==> src/rtl/pipeprefetch_if.sv <==
`default_nettype none
// ============================================================================
// Module   : pipeprefetch_if
// Purpose  : Bundles the decode-side and instruction-memory-side signals of
//            the instruction prefetch queue.
// Signals  :
//   redirect     taken branch/jump, flush and refetch
//   redirect_pc  new fetch target (word aligned)
//   take         decode consumes the head entry this cycle
//   valid        head entry present
//   pc/pc4/inst  head instruction address, address + 4, instruction word
//   mreq/maddr   registered memory request and address
//   mack/mdata   memory completion and returned instruction word
// Modports : master = prefetch queue, slave = CPU decode stage + memory
// Revision : 1.0 - initial release
// ============================================================================
interface pipeprefetch_if;
  logic        redirect;
  logic [31:0] redirect_pc;
  logic        take;
  logic        valid;
  logic [31:0] pc;
  logic [31:0] pc4;
  logic [31:0] inst;
  logic        mreq;
  logic [31:0] maddr;
  logic        mack;
  logic [31:0] mdata;

  modport master (
    input  redirect, redirect_pc, take, mack, mdata,
    output valid, pc, pc4, inst, mreq, maddr
  );

  modport slave (
    output redirect, redirect_pc, take, mack, mdata,
    input  valid, pc, pc4, inst, mreq, maddr
  );
endinterface
`default_nettype wire

==> src/rtl/pipeprefetch.sv <==
`default_nettype none
// ============================================================================
// Module   : pipeprefetch
// Purpose  : Instruction prefetch queue ahead of the IF/ID register. Fetches
//            from a variable-latency memory with a single outstanding
//            request, buffers up to DEPTH {pc, inst} entries and presents the
//            oldest one to decode. A redirect flushes the queue and restarts
//            fetch at the new target, dropping any stale in-flight response.
// Ports    :
//   clock  rising-edge clock
//   reset  synchronous active-high reset
//   bus    pipeprefetch_if.master (decode side + memory side)
// Params   : DEPTH (power of two, >= 2), RESET_PC (first fetch address)
// Revision : 1.0 - initial release
// ============================================================================
module pipeprefetch #(
  parameter int          DEPTH    = 4,
  parameter logic [31:0] RESET_PC = 32'h0000_0000
) (
  input  logic           clock,
  input  logic           reset,
  pipeprefetch_if.master bus
);

  localparam int            AW         = $clog2(DEPTH);
  localparam int            CW         = AW + 1;
  localparam logic [CW-1:0] FULL_COUNT = CW'(DEPTH);

  // IDLE: no request outstanding; BUSY: waiting on a live request;
  // DROP: waiting on a request made stale by a redirect.
  typedef enum logic [1:0] {
    S_IDLE = 2'd0,
    S_BUSY = 2'd1,
    S_DROP = 2'd2
  } state_t;

  state_t        r_state;
  state_t        w_state_next;
  logic          r_mreq;
  logic          w_mreq_next;
  logic [31:0]   r_maddr;
  logic [31:0]   w_maddr_next;
  logic [31:0]   r_fetch_pc;
  logic [31:0]   w_fetch_pc_next;
  logic [CW-1:0] r_count;
  logic [CW-1:0] w_count_next;
  logic [AW-1:0] r_rd_ptr;
  logic [AW-1:0] r_wr_ptr;
  logic [31:0]   r_pc_mem   [DEPTH];
  logic [31:0]   r_inst_mem [DEPTH];

  logic          w_valid;
  logic          w_push;
  logic          w_pop;
  logic          w_room;
  logic [31:0]   w_head_pc;

  // --------------------------------------------------------------------------
  // Queue bookkeeping
  // --------------------------------------------------------------------------
  assign w_valid = (r_count != '0);
  assign w_pop   = bus.take && w_valid;
  // Only a response to a live request is written; a redirect in the same
  // cycle wins over the write.
  assign w_push  = (r_state == S_BUSY) && bus.mack && !bus.redirect;

  always_comb begin
    w_count_next = r_count;
    if (bus.redirect) begin
      w_count_next = '0;
    end else if (w_push && !w_pop) begin
      w_count_next = r_count + CW'(1);
    end else if (!w_push && w_pop) begin
      w_count_next = r_count - CW'(1);
    end
  end

  always_comb begin
    w_fetch_pc_next = r_fetch_pc;
    if (bus.redirect) begin
      w_fetch_pc_next = bus.redirect_pc;
    end else if (w_push) begin
      w_fetch_pc_next = r_maddr + 32'd4;
    end
  end

  // A new request is only launched while there is space for its response,
  // so an accepted mack can never overflow the queue.
  assign w_room = (w_count_next < FULL_COUNT);

  // --------------------------------------------------------------------------
  // Fetch state machine: next-state and registered request outputs
  // --------------------------------------------------------------------------
  always_comb begin
    w_state_next = r_state;
    w_mreq_next  = r_mreq;
    w_maddr_next = r_maddr;
    case (r_state)
      S_IDLE: begin
        if (w_room) begin
          w_state_next = S_BUSY;
          w_mreq_next  = 1'b1;
          w_maddr_next = w_fetch_pc_next;
        end
      end
      S_BUSY: begin
        if (bus.mack) begin
          // Redirect+mack clears the count, so w_room is always true there
          // and the next request goes straight to the redirect target.
          if (w_room) begin
            w_maddr_next = w_fetch_pc_next;
          end else begin
            w_state_next = S_IDLE;
            w_mreq_next  = 1'b0;
          end
        end else if (bus.redirect) begin
          // Request cannot be withdrawn: hold mreq/maddr until its mack.
          w_state_next = S_DROP;
        end
      end
      S_DROP: begin
        if (bus.mack) begin
          w_state_next = S_BUSY;
          w_maddr_next = w_fetch_pc_next;
        end
      end
      default: begin
        w_state_next = S_IDLE;
        w_mreq_next  = 1'b0;
      end
    endcase
  end

  always_ff @(posedge clock) begin
    if (reset) begin
      r_state    <= S_IDLE;
      r_mreq     <= 1'b0;
      r_maddr    <= '0;
      r_fetch_pc <= RESET_PC;
      r_count    <= '0;
      r_rd_ptr   <= '0;
      r_wr_ptr   <= '0;
    end else begin
      r_state    <= w_state_next;
      r_mreq     <= w_mreq_next;
      r_maddr    <= w_maddr_next;
      r_fetch_pc <= w_fetch_pc_next;
      r_count    <= w_count_next;
      if (bus.redirect) begin
        r_rd_ptr <= '0;
        r_wr_ptr <= '0;
      end else begin
        if (w_pop) begin
          r_rd_ptr <= r_rd_ptr + AW'(1);
        end
        if (w_push) begin
          r_wr_ptr <= r_wr_ptr + AW'(1);
        end
      end
    end
  end

  // Entry storage needs no reset: count gates every read of it.
  always_ff @(posedge clock) begin
    if (w_push && !reset) begin
      r_pc_mem[r_wr_ptr]   <= r_maddr;
      r_inst_mem[r_wr_ptr] <= bus.mdata;
    end
  end

  // --------------------------------------------------------------------------
  // Head outputs (zero when the queue is empty)
  // --------------------------------------------------------------------------
  assign w_head_pc = w_valid ? r_pc_mem[r_rd_ptr] : 32'h0;

  assign bus.valid = w_valid;
  assign bus.pc    = w_head_pc;
  assign bus.pc4   = w_valid ? (w_head_pc + 32'd4) : 32'h0;
  assign bus.inst  = w_valid ? r_inst_mem[r_rd_ptr] : 32'h0;
  assign bus.mreq  = r_mreq;
  assign bus.maddr = r_maddr;

endmodule
`default_nettype wire

==> src/flat_wrapper.sv <==
// flat-port wrapper written by rule: the top's interface ports become plain ports
module pipeprefetch_flat 
#(
  parameter int          DEPTH    = 4,
  parameter logic [31:0] RESET_PC = 32'h0000_0000
)
  (clock, reset, bus_redirect, bus_redirect_pc, bus_take, bus_mack, bus_mdata, bus_valid, bus_pc, bus_pc4, bus_inst, bus_mreq, bus_maddr);
  pipeprefetch_if bus_i ();
  input  logic clock;
  input  logic reset;
  input wire logic [$bits(bus_i.redirect)-1:0] bus_redirect;
  input wire logic [$bits(bus_i.redirect_pc)-1:0] bus_redirect_pc;
  input wire logic [$bits(bus_i.take)-1:0] bus_take;
  input wire logic [$bits(bus_i.mack)-1:0] bus_mack;
  input wire logic [$bits(bus_i.mdata)-1:0] bus_mdata;
  output wire logic [$bits(bus_i.valid)-1:0] bus_valid;
  output wire logic [$bits(bus_i.pc)-1:0] bus_pc;
  output wire logic [$bits(bus_i.pc4)-1:0] bus_pc4;
  output wire logic [$bits(bus_i.inst)-1:0] bus_inst;
  output wire logic [$bits(bus_i.mreq)-1:0] bus_mreq;
  output wire logic [$bits(bus_i.maddr)-1:0] bus_maddr;
  assign bus_i.redirect = bus_redirect;
  assign bus_i.redirect_pc = bus_redirect_pc;
  assign bus_i.take = bus_take;
  assign bus_i.mack = bus_mack;
  assign bus_i.mdata = bus_mdata;
  assign bus_valid = bus_i.valid;
  assign bus_pc = bus_i.pc;
  assign bus_pc4 = bus_i.pc4;
  assign bus_inst = bus_i.inst;
  assign bus_mreq = bus_i.mreq;
  assign bus_maddr = bus_i.maddr;
  pipeprefetch #(.DEPTH(DEPTH), .RESET_PC(RESET_PC)) u_core (.clock(clock), .reset(reset), .bus(bus_i));
endmodule
==> config.mk <==
export PLATFORM = sky130hd
export DESIGN_NAME = pipeprefetch_flat
export DESIGN_NICKNAME = d
export VERILOG_FILES = /design/src/rtl/pipeprefetch_if.sv /design/src/rtl/pipeprefetch.sv /design/src/flat_wrapper.sv
export SDC_FILE = /design/constraint.sdc
export NUM_CORES = 1
export LEC_CHECK = 0
export BUFFER_PORTS_ARGS = -buffer_cell sky130_fd_sc_hd__buf_2
export CAP_MARGIN = 20
export CORE_MARGIN = 8
export CORE_UTILIZATION = 52
export DETAILED_ROUTE_END_ITERATION = 8
export PLACE_DENSITY = 0.87
export SLEW_MARGIN = 20
export SYNTH_ARGS = -nofsm -noshare
export SYNTH_HDL_FRONTEND = slang
export SYNTH_SLANG_ARGS = --single-unit
export TNS_END_PERCENT = 50
==> constraint.sdc <==
create_clock -name clock -period 3.8 [get_ports clock]
set_input_delay 0.76 -clock clock [delete_from_list [all_inputs] [get_ports clock]]
set_output_delay 0.76 -clock clock [all_outputs]
set_load 0.005 [all_outputs]
After elaboration in Yosys (flattened, before gate mapping). Memory sizes are Yosys's and may differ from the RTL's. A register that Yosys moved wholly into a read port is not among the register bits. Cells that the tools add are included.

Bits in registers: 74. Latch bits: 0. RAM bits: 256. Memory bits (read-only): 0. Input port bits: 69. Logic and storage cells: 70. Memories: 2.

Memories: u_core.r_inst_mem (words 4, bits a word 32, read ports 1, clocked after Yosys merged registers in 1, write ports 1, line pipeprefetch.sv:50) `logic [31:0] r_inst_mem [DEPTH];`; u_core.r_pc_mem (words 4, bits a word 32, read ports 1, clocked after Yosys merged registers in 1, write ports 1, line pipeprefetch.sv:49) `logic [31:0] r_pc_mem [DEPTH];`.

Add/subtract/negate cells: 6. Multiply operators: 0. Divide/modulo/power cells: 0. Magnitude comparators: 1. Equality and inequality tests: 8. Shifts and indexed selects: 0. Mux-type cells: 28. Bitwise operators: 1. Reduce and logical (&&, ||, !) cells: 17.

Operators with widths (number): 32-bit 2-to-1 mux (8); 32-bit one-hot mux with 3 select lines (1); 32-bit by 3-bit adder with 32-bit output (second input constant) (2); 2-bit 2-to-1 mux (9); 3-bit 2-to-1 mux (3); 4-bit AND reduction (2); 1-bit logical AND (6); 2-bit inequality test (second input constant) (3); 3-bit inequality test (second input constant) (2); 2-bit one-hot mux with 3 select lines (1); 3-bit nonzero test (2); 1-bit 2-to-1 mux (5); 2-bit by 1-bit adder with 2-bit output (second input constant) (2); 1-bit logical NOT (4); 3-bit by 1-bit adder with 3-bit output (second input constant) (1); 3-bit less-than comparator (second input constant) (1); 1-bit one-hot mux with 3 select lines (1); 3-bit AND reduction (1); 3-bit by 1-bit subtractor with 3-bit output (second input constant) (1); 2-bit by 1-bit == test with 1-bit output (second input constant) (1); 2-bit == test (second input constant) (1); 2-bit logical NOT (1); 2-bit by 1-bit inequality test with 1-bit output (second input constant) (1); 2-bit OR reduction (1); 1-bit NOT (1).

Depth between registers and ports, before layout.
Depth after elaboration: 12. Mapped depth: 16. Mapped depth without buffers: 13.

Worst setup path after synthesis. OpenSTA, ideal clock, no wires.

Path kind: input -> register. From: input bus_mack. To: register u_core.r_maddr[3], in the netlist u_core.bus.maddr[3]. Setup time: 128 ps. Arrival: 3554 ps. Required time: 3672 ps. Slack: 118 ps. Stages on the path: 12. Cell sequence: nand2_1 or2_2 nor2_1 clkbuf_1 ha_1 and3b_1 nor3_1 nor3_1 o31ai_1 clkbuf_1 mux2i_1 nor2_1.

Longest elaborated chain between the ends: 11.

RTL lines: start, declared (line flat_wrapper.sv:14) `input wire logic [$bits(bus_i.mack)-1:0] bus_mack;`; 1-bit logical AND (2 in series) (line pipeprefetch.sv:65) `assign w_push = (r_state == S_BUSY) && bus.mack && !bus.redirect;`; 1-bit logical NOT (line pipeprefetch.sv:73) `end else if (!w_push && w_pop) begin`; 1-bit logical AND (line pipeprefetch.sv:73); 3-bit 2-to-1 mux (line pipeprefetch.sv:73); 3-bit 2-to-1 mux (line pipeprefetch.sv:71) `end else if (w_push && !w_pop) begin`; 3-bit 2-to-1 mux (line pipeprefetch.sv:69) `if (bus.redirect) begin`; 3-bit less-than comparator (line pipeprefetch.sv:89) `assign w_room = (w_count_next < FULL_COUNT);`; 32-bit 2-to-1 mux (line pipeprefetch.sv:100, pipeprefetch.sv:110); 32-bit 2-to-1 mux (line pipeprefetch.sv:107) `if (bus.mack) begin`; 32-bit one-hot mux with 3 select lines (line pipeprefetch.sv:98) `case (r_state)`; end signal, assigned (line pipeprefetch.sv:146) `r_maddr <= w_maddr_next;`; end, declared (line pipeprefetch.sv:41) `logic [31:0] r_maddr;`.

Parallel ways exist; a longest one is shown, timed or not. The select of a mux whose other input is x is not followed. A chain may end at the register's enable or synchronous reset.

Worst setup path after layout.
From: register u_core.r_count[0]. To: output bus_pc4[17].

Longest elaborated chain between the ends: 4.

RTL lines: start, declared (line pipeprefetch.sv:45) `logic [CW-1:0] r_count;`; start signal, assigned (line pipeprefetch.sv:148) `r_count <= w_count_next;`; 3-bit nonzero test (*) (line pipeprefetch.sv:61) `assign w_valid = (r_count != '0);`; 32-bit 2-to-1 mux (line pipeprefetch.sv:174) `assign w_head_pc = w_valid ? r_pc_mem[r_rd_ptr] : 32'h0;`; 32-bit by 3-bit adder with 32-bit output (line pipeprefetch.sv:178) `assign bus.pc4 = w_valid ? (w_head_pc + 32'd4) : 32'h0;`; 32-bit 2-to-1 mux (*) (line pipeprefetch.sv:178); end, declared (line flat_wrapper.sv:18) `output wire logic [$bits(bus_i.pc4)-1:0] bus_pc4;`.

Every way passes the cells marked *; elsewhere a longest branch is shown, timed or not.

==> impl_metrics.env <==
export IMPL_outcome="finished with violations"
export IMPL_violations="negative setup slack"
export IMPL_io_buffers=198
export IMPL_dp_hpwl_microns=24400
export IMPL_synth_warnings=0
export IMPL_cts_path_max_buffers=3
export IMPL_num_vias=10215
export IMPL_grt_max_degree=70
export IMPL_max_stage_delay_ps=500
export IMPL_drtIter0Drc=1389
export IMPL_drv_slew=0
export IMPL_avgSynthCellArea_sq_um=14.1
export IMPL_track_usage_pct=22.5
export IMPL_synthArstFlopShare_pct=0
export IMPL_die_h_microns=182
export IMPL_firstDrtPassIters=5
export IMPL_fin_setup_tns_ps=-761
export IMPL_total_power_mw=7.83
export IMPL_clk_transition_reported_paths_ps=60
export IMPL_finalCritPeriodShare_pct=106
export IMPL_synth_most_common_cell="edfxtp_1"
export IMPL_antenna_found_initial=1
export IMPL_rsz0062_at_grt="yes"
export IMPL_cts_root_buf="clkbuf_16"
export IMPL_layout_nets=1343
export IMPL_gp_congestion=0.862
export IMPL_p_per_area_mw_per_mm2=446
export IMPL_grt_overflow=0
export IMPL_clk_latency_ps=520
export IMPL_htree_levels=2
export IMPL_worst_ep_required_time_ps=3040
export IMPL_synth_simple_gate_area_share_pct=12.3
export IMPL_viasPerCell=6.27
export IMPL_cts_buffers=35
export IMPL_die_x_microns=182
export IMPL_p_leak_nw=6.48
export IMPL_grt_pass1_vias=9858
export IMPL_antenna_left=0
export IMPL_hold_violations=0
export IMPL_min_path_type="input port to flop"
export IMPL_synth_top_cells_by_area="edfxtp_1, dfxtp_1, mux4_2"
export IMPL_setup_viol=10
export IMPL_muxShareOfSynthArea_pct=10.8
export IMPL_skew_ps=33.8
export IMPL_utilization_pct=65.1
export IMPL_rows=60
export IMPL_post_synth_fa_ha_maj_area_fraction_pct=0.963
export IMPL_worst_slew_pin_slew_ps=790
export IMPL_fin_crit_ps=4020
export IMPL_ys_types=55
export IMPL_stdcell_area_sq_mm=0.0176
export IMPL_clock_sinks=332
export IMPL_dpl_cell_area_sq_mm=0.0158
export IMPL_synthTopCellsByCount="edfxtp_1, nor2_1, dfxtp_1"
export IMPL_synth_seq_cells=332
export IMPL_num_antenna_cells=0
export IMPL_synth_xor_area_share_pct=2.70
export IMPL_max_freq_mhz=249
export IMPL_ir_worst_vdd_v=0.000425
export IMPL_cts_tree="yes"
export IMPL_slowest_stage="a211o_4"
export IMPL_core_sq_mm=0.0270
export IMPL_yosysTopAreaCellShare_pct=53.8
export IMPL_slew_headroom_pct=47.3
export IMPL_setup_worst_path_class="flop to output port"
export IMPL_area_growth_pct=22.8
export IMPL_critical_path_buf_inv_count=4
export IMPL_synth_cells=1012
export IMPL_crit_family="simple AND/OR/NAND/NOR gates"
export IMPL_place_ws_ps=73.2
export IMPL_synth_edf_count=256
export IMPL_crit_chain="inv_2 > ha_4 > nor2b_4 > inv_4 > buf_8 > nand3b_1 > a211o_4 > nor4_2 > xnor2_1 > nor2_1 > buf_2"
export IMPL_crit_fanout=8
export IMPL_drive_gt1_share_pct=35.3
export IMPL_worst_slack_ps=-216
export IMPL_routedWlPerCell_microns=24.6
export IMPL_dieArea_sq_mm=0.0330
export IMPL_drt_drc_violations_left=0
export IMPL_maxCapViolations=0
export IMPL_worstPathArrival_ps=3260
export IMPL_grt_first_pass_wirelength_microns=58200
export IMPL_synth_top_family_by_area="simple AND/OR/NAND/NOR gates"
export IMPL_ioPinCount=199
export IMPL_ys_seq_area_share_pct=64.4
export IMPL_syn_num_nets=1092
export IMPL_cp_start_kind="flop"
export IMPL_syn_area_sq_mm=0.0143
export IMPL_yosys_area_top_type="edfxtp_1"
export IMPL_start_util_pct=53.0
export IMPL_wl_microns=40100
export IMPL_critPathCaptureType="output port"
export IMPL_synth_compound_area_share_pct=6.39
export IMPL_yosys_most_used_dff="edfxtp_1"
-- cell usage in the layout (no fill, tap or decap), types with 7 or more instances in the layout --
master     count
a211oi_1      38
a21oi_1       29
a221oi_1      14
and2_1        61
and3_1        17
buf_12         8
buf_2        198
buf_4         54
buf_6         12
clkbuf_16     36
clkinv_1       7
dfxtp_1       72
edfxtp_1     256
ha_1           9
inv_1         12
mux2_2         7
mux4_2        60
nand2_1       40
nand3_1       16
nand4_1       11
nor2_1       112
nor4_1        15
o21ai_0        9
xnor2_1       24
xor2_1        20
-- repair_timing --
| item | in CTS | in global routing |
|---|---|---|
| hold buffers | 0 | 0 |
| setup endpoints to repair | 21 | 19 |
| resized for setup | 48 | 39 |
| buffers inserted | 23 | 25 |
| pin swaps | 11 | 14 |
| gates cloned | 1 | 0 |
-- area by class of cell --
cell class | count | area (sq um)
fillers | 1797 | 9400
flip-flops and latches | 332 | 9220
multi-input cells | 600 | 4990
repair buffers | 277 | 1770
clock buffers | 42 | 923
well taps | 341 | 427
clock inverters | 19 | 158
inverters | 16 | 65.1
repair inverters | 1 | 7.51
-- stage by stage --
stage | cells | hold slack, ps
final | 1628 | 464
after global routing | 1628 | 460
after CTS | 1603 | 453
after detailed placement | 1518 | 478
after global placement | 1518 | 469
after floorplan | 1012 | 459
-- logic make-up after synthesis --
kind of cell / Yosys count
simple gates: 341
compound gates: 129
buf+inv: 80
flops: 332
fa+ha+maj: 11
mux: 75
xor+xnor: 44
-- sequential cells by signal, indices dropped and copies added, names as in the netlist, named ones only --
signal             flops
u_core.r_inst_mem    128
u_core.r_pc_mem      128
u_core.bus.maddr      32
u_core.r_fetch_pc     32
u_core.r_count         3
u_core.r_rd_ptr        2
u_core.r_state         2
u_core.r_wr_ptr        2
u_core.bus.mreq        1
-- path summary, 6_finish.rpt --
check	startpoint	endpoint	slack, ps	cells past startpoint
setup / recovery	u_core.r_count[0]	bus_pc4[17]	-220	11
hold / removal	bus_mdata[3]	u_core.r_inst_mem[0][3]	460	1
setup reg to reg	u_core.r_count[1]	u_core.bus.maddr[12]	320	15
hold reg to reg	u_core.r_fetch_pc[0]	u_core.r_fetch_pc[0]	490	2
-- layer usage --
layer	vias up	routed length (microns)	share of wire (%)	track usage, %
met2	716	18900	47	36.2
met3	138	4290	11	5.43
met5	-	13	0.032	0
li1	4363	-	-	-
met1	4996	15300	38	29.8
met4	2	1560	3.9	7.18
-- report_power, final --
part,switching [mW],total [mW],internal (mW)
clock,1.35,3.23,1.87
combinational,0.272,0.477,0.206
sequential,0.125,4.13,4.00
No activity file was read; power rests on OpenSTA's default activity.
